## src/rtl/systolic_feeder.sv

```systemverilog
// Operand feeder for a 2x2 output-stationary systolic array: buffers one k_len-beat job,
// then replays it with the row/column skew the array expects, followed by a zero drain.
module systolic_feeder #(
   parameter int unsigned datawith  = 16,
   parameter int unsigned k_len     = 2,
   parameter int unsigned drain_cyc = 4
) (
   input  logic                  clk,
   input  logic                  rst,
   input  logic                  clear,
   input  logic                  in_valid,
   output logic                  in_ready,
   input  logic [2*datawith-1:0] in_a,
   input  logic [2*datawith-1:0] in_b,
   output logic [datawith-1:0]   data_1,
   output logic [datawith-1:0]   data_2,
   output logic [datawith-1:0]   weight_1,
   output logic [datawith-1:0]   weight_2,
   output logic                  systolic_en,
   output logic                  busy,
   output logic                  done
);

   localparam int unsigned cnt_w   = $clog2(k_len + 1);
   localparam int unsigned drain_w = $clog2(drain_cyc + 1);

   localparam logic [cnt_w-1:0]   last_beat  = cnt_w'(k_len - 1);
   localparam logic [cnt_w-1:0]   last_step  = cnt_w'(k_len);
   localparam logic [drain_w-1:0] last_drain = drain_w'(drain_cyc - 1);

   typedef enum logic [2:0] {StIdle, StLoad, StStream, StDrain, StDone} state_e;

   state_e               state_q, state_d;
   logic [cnt_w-1:0]     beat_q, beat_d;
   logic [cnt_w-1:0]     step_q, step_d;
   logic [drain_w-1:0]   drain_q, drain_d;
   logic                 xfer;

   // a0/a1 hold rows A[0][k]/A[1][k]; b0/b1 hold columns B[k][0]/B[k][1].
   logic [datawith-1:0]  a0_q [k_len];
   logic [datawith-1:0]  a1_q [k_len];
   logic [datawith-1:0]  b0_q [k_len];
   logic [datawith-1:0]  b1_q [k_len];
   logic [datawith-1:0]  a0_v [k_len];
   logic [datawith-1:0]  a1_v [k_len];
   logic [datawith-1:0]  b0_v [k_len];
   logic [datawith-1:0]  b1_v [k_len];

   logic [datawith-1:0]  d1_d, d2_d, w1_d, w2_d;

   assign xfer = in_valid & in_ready & ~clear;

   // Buffer contents including the beat accepted on this edge, so step 0 can launch
   // straight from the last load transfer (needed when k_len=1).
   always_comb begin
      a0_v = a0_q;
      a1_v = a1_q;
      b0_v = b0_q;
      b1_v = b1_q;
      for (int i = 0; i < int'(k_len); i++) begin
         if (xfer && (beat_q == cnt_w'(i))) begin
            a0_v[i] = in_a[datawith-1:0];
            a1_v[i] = in_a[2*datawith-1:datawith];
            b0_v[i] = in_b[datawith-1:0];
            b1_v[i] = in_b[2*datawith-1:datawith];
         end
      end
   end

   // No reset: every job rewrites all beats before any of them is read.
   always_ff @(posedge clk) begin
      a0_q <= a0_v;
      a1_q <= a1_v;
      b0_q <= b0_v;
      b1_q <= b1_v;
   end

   always_comb begin
      state_d = state_q;
      beat_d  = beat_q;
      step_d  = '0;
      drain_d = '0;
      unique case (state_q)
         StIdle: begin
            beat_d = '0;
            if (xfer) begin
               if (k_len == 1) begin
                  state_d = StStream;
               end else begin
                  state_d = StLoad;
                  beat_d  = cnt_w'(1);
               end
            end
         end
         StLoad: begin
            if (xfer) begin
               if (beat_q == last_beat) begin
                  state_d = StStream;
                  beat_d  = '0;
               end else begin
                  beat_d = beat_q + cnt_w'(1);
               end
            end
         end
         StStream: begin
            if (step_q == last_step) begin
               state_d = StDrain;
            end else begin
               step_d = step_q + cnt_w'(1);
            end
         end
         StDrain: begin
            if (drain_q == last_drain) begin
               state_d = StDone;
            end else begin
               drain_d = drain_q + drain_w'(1);
            end
         end
         StDone: begin
            state_d = StIdle;
         end
         default: begin
            state_d = StIdle;
         end
      endcase
      if (clear) begin
         state_d = StIdle;
         beat_d  = '0;
         step_d  = '0;
         drain_d = '0;
      end
   end

   // Row 1 and column 1 lag row 0 / column 0 by one step to form the systolic skew.
   always_comb begin
      d1_d = '0;
      d2_d = '0;
      w1_d = '0;
      w2_d = '0;
      if (state_d == StStream) begin
         for (int i = 0; i < int'(k_len); i++) begin
            if (step_d == cnt_w'(i)) begin
               d1_d = a0_v[i];
               w1_d = b0_v[i];
            end
            if (step_d == cnt_w'(i + 1)) begin
               d2_d = a1_v[i];
               w2_d = b1_v[i];
            end
         end
      end
   end

   always_ff @(posedge clk or posedge rst) begin
      if (rst) begin
         state_q     <= StIdle;
         beat_q      <= '0;
         step_q      <= '0;
         drain_q     <= '0;
         in_ready    <= 1'b0;
         busy        <= 1'b0;
         done        <= 1'b0;
         systolic_en <= 1'b0;
         data_1      <= '0;
         data_2      <= '0;
         weight_1    <= '0;
         weight_2    <= '0;
      end else begin
         state_q     <= state_d;
         beat_q      <= beat_d;
         step_q      <= step_d;
         drain_q     <= drain_d;
         in_ready    <= (state_d == StIdle) || (state_d == StLoad);
         busy        <= (state_d != StIdle);
         done        <= (state_d == StDone);
         systolic_en <= (state_d == StStream) || (state_d == StDrain);
         data_1      <= d1_d;
         data_2      <= d2_d;
         weight_1    <= w1_d;
         weight_2    <= w2_d;
      end
   end

endmodule

```

## config.mk

```make
export PLATFORM = sky130hd
export DESIGN_NAME = systolic_feeder
export DESIGN_NICKNAME = d
export VERILOG_FILES = /design/src/rtl/systolic_feeder.sv
export SDC_FILE = /design/constraint.sdc
export NUM_CORES = 1
export LEC_CHECK = 0
export BUFFER_PORTS_ARGS = -buffer_cell sky130_fd_sc_hd__buf_2
export CAP_MARGIN = 5
export CORE_ASPECT_RATIO = 1.2
export CORE_MARGIN = 1
export CORE_UTILIZATION = 50
export CTS_CLUSTER_DIAMETER = 100
export DETAILED_ROUTE_END_ITERATION = 10
export PLACE_DENSITY = 0.75
export SYNTH_ARGS = -nofsm -noshare
export SYNTH_HDL_FRONTEND = slang
export SYNTH_SLANG_ARGS = --single-unit
```

## constraint.sdc

```tcl
create_clock -name clk -period 2.37 [get_ports clk]
set_input_delay 0.237 -clock clk [delete_from_list [all_inputs] [get_ports clk]]
set_output_delay 0.237 -clock clk [all_outputs]
set_load 0.05 [all_outputs]
```

==> metrics.yaml <==
cts.reportedPaths.clkPinSlew_ns: 0.06
grt_antenna_before_repair: 0
die_width_um: 120
synth_top_family_by_area: "compound AO/OA/AOI/OAI gates"
die_y_um: 144
worst_ir_drop_vdd_v: 0.000463
final_nets: 961
area_growth_pct: 22.4
ys_warn_count: 0
yosys_register_bits: 206
weighted_congestion_reported_at_the_end_of_routability_driven_placement: 0.786
layout.cells.most_common_list: "buf_2, dfxtp_1, mux2_2"
netSwitchingFraction: 0.241
netlist_instances: 755
grt_start_max_net_pins: 69
routed_wirelength_um: 19900
internal_power_mw: 6.55
overall_via_count_from_detail_route: 6544
critical_path.max_fanout: 68
clock_power_share: 0.377
first_pass_grt_wire_length_um: 32100
clock-sinks: 206
critPathRequiredTime_ns: 2.74
synthXorXnorAreaFrac: 0
fin_worst_hold_slack_ns: 0.00788
finalClockSkew_ns: 0.0170
post_drt_via_cell_ratio: 5.85
timing.reg2reg.setup_slack_ns: 0.15
worstSetupEndpointType: "flop"
tritoncts.num_buffers: 21
synth-simple-area-share: 0.0741
critPathMaxStageDelay_ns: 0.57
final_layout_size_suffix_gt1_frac: 0.372
cts_post_setup_buffers_inserted: 0
drc: 0
number_of_global_route_vias_before_repair: 6365
std_cell_rows: 51
die_area_mm2: 0.0174
cap_violations: 0
track_usage: 0.230
port_buffers: 135
power.density_mw_per_mm2: 837
overflow: 0
slew_violations: 0
min_clock_period_post_route_ns: 2.32
core-area_mm2: 0.0163
worstPathCellList: "dlygate4sd3_1, buf_2, or3b_2, buf_12, nor3_1, a21oi_2, buf_4, o221a_2"
netlist_area_mm2: 0.00842
syn_area_per_cell_um2: 11.2
cts-root-buf: "clkbuf_16"
cp.arrival_ns: 2.68
switchingPower_mw: 2.08
final_common_cell: "buf_2"
final.period_utilization: 0.978
setup_tns_ns: 0
slew-limit-headroom: 0.439
detail-route-antenna-nets: 0
report.final.hold_viol_count: 0
tightest_slew_ns: 0.840
startpoint_type: "input port"
final-setup-viol-count: 0
post_synth_num_cell_types: 40
synth_nets: 824
worstSkewPairLatency_ns: 0.49
grt_setup_unrepaired: "no"
cts_max_level: 1
starting_utilization_of_the_core_area: 0.516
yosys.area_share.adder: 0.00149
crit_type: "in2reg"
synth-compound-area-share: 0.220
crit_path_top_delay_cell: "or3b_2"
drt_iter0_drc: 414
wl_per_cell_um: 17.8
total_leakage_power_nw: 4.69
max_freq_mhz: 432
fin_util: 0.631
clk_path_buf_depth: 3
synth.area.mux_share: 0.126
min-delay-path-class: "in2reg"
cts_tree: "built"
register_area_share_after_synthesis: 0.536
detailed_place_hpwl_um: 11900
run_status: "completed"
power_frac_seq: 0.489
ios: 136
firstDrtPassIters: 4
power.share.combinational: 0.134
==> critical path: cells and delay by family <==
family                 cells  cell delay [ns]
AO/OA/AOI/OAI              2             0.33
buffers and inverters      4             1.20
AND/OR/NAND/NOR            2             0.84
==> state kept, by name (all words and copies together), names as in the netlist, 16 cells and up <==
name      count
a0_q         32
b0_q         32
a1_q         32
data_2       16
weight_2     16
weight_1     16
data_1       16
b1_q         32
==> worst paths after layout <==
check                      startpoint      endpoint  depth (start not counted)
setup reg to reg            beat_q[1]   weight_2[7]                          6
hold / removal                in_a[2]      a0_q[18]                          2
hold reg to reg            drain_q[0]    drain_q[0]                          1
min in group asynchronous         rst  weight_2[12]                          3
setup / recovery                clear   weight_2[7]                          8
max in group asynchronous         rst     step_q[0]                          4
==> area by class of cell <==
cell class | instances | area (µm²)
Antenna cell | 1 | 2.50
Clock buffer | 32 | 597
Clock inverter | 5 | 75.1
Fill cell | 1366 | 6020
Inverter | 7 | 27.5
Multi-Input combinational cell | 467 | 3610
Sequential cell | 206 | 4520
Tap cell | 212 | 265
Timing Repair Buffer | 189 | 1220
==> synth_stat cells, drive strengths merged <==
cell type  instances  area share
nor4bb             1      0.0012
nor3               4      0.0024
and2               1     0.00074
o31a               1      0.0010
a211o             33       0.034
clkbuf            51       0.023
a2bb2oi            1      0.0010
and3b              1      0.0010
o2111a             2      0.0027
ha                 1      0.0015
or2                1     0.00074
nand3             36       0.021
a21o              32       0.029
a211oi            33       0.032
nor2b              1     0.00074
nand2             41       0.019
o21ai             36       0.021
o221a             30       0.040
mux2              94        0.13
o32ai              1      0.0033
buf               24       0.017
nand2b             4      0.0030
o311ai            33       0.034
nor4b              1      0.0010
nor2              38       0.017
or3b               2      0.0021
nand4              1     0.00074
dfxtp            128        0.30
dfrtp             78        0.23
nor3b              3      0.0027
a32oi              1      0.0010
a21oi             34       0.020
inv                7      0.0031
==> routing by layer <==
layer | vias up | track usage | share of wire
li1 | 3096 | - | -
met1 | 3250 | 0.297 | 0.45
met2 | 170 | 0.400 | 0.49
met3 | 28 | 0.0339 | 0.052
met4 | 0 | 0.0643 | 0.014
met5 | - | 0 | 0
==> power groups by stage <==
| stage | clock (mW) | combinational (mW) | sequential (mW) |
|---|---|---|---|
| 6_report | 3.25 | 1.16 | 4.22 |
| 5_1_grt | 3.45 | 1.28 | 4.28 |
| 4_1_cts | 3.32 | 1.16 | 4.23 |
| 3_5_place_dp | 0 | 1.12 | 4.30 |
| 3_3_place_gp | 0 | 1.09 | 4.27 |
| 2_1_floorplan | 0 | 0.826 | 4.25 |
==> logic make-up after synthesis <==
kind of cell / count (synthesis)
buffers and inverters: 82
AND/OR/NAND/NOR: 135
AO/OA/AOI/OAI: 237
multiplexers: 94
adder cells (fa/ha/maj): 1
flip-flops: 206
==> timing repair <==
| action | in CTS | in global routing |
|---|---|---|
| endpoints found under the hold margin | 59 | 0 |
| endpoints found under the setup margin | 0 | 11 |
| resized for setup | 0 | 1 |
| hold buffers | 25 | 0 |
==> through the flow <==
| stage | instance area (µm²) | power (mW) | worst slack [ns] | std cells |
|---|---|---|---|---|
| 2_1_floorplan | 8420 | 5.08 | 0.138 | 755 |
| 3_3_place_gp | 9390 | 5.35 | 0.188 | 1056 |
| 3_5_place_dp | 9390 | 5.42 | 0.157 | 1056 |
| 4_1_cts | 10300 | 8.70 | 0.0676 | 1118 |
| 5_1_grt | 10300 | 9.01 | 0.0169 | 1118 |
| 6_report | 10300 | 8.63 | 0.0531 | 1119 |
Power figures use the tool's default switching activity.
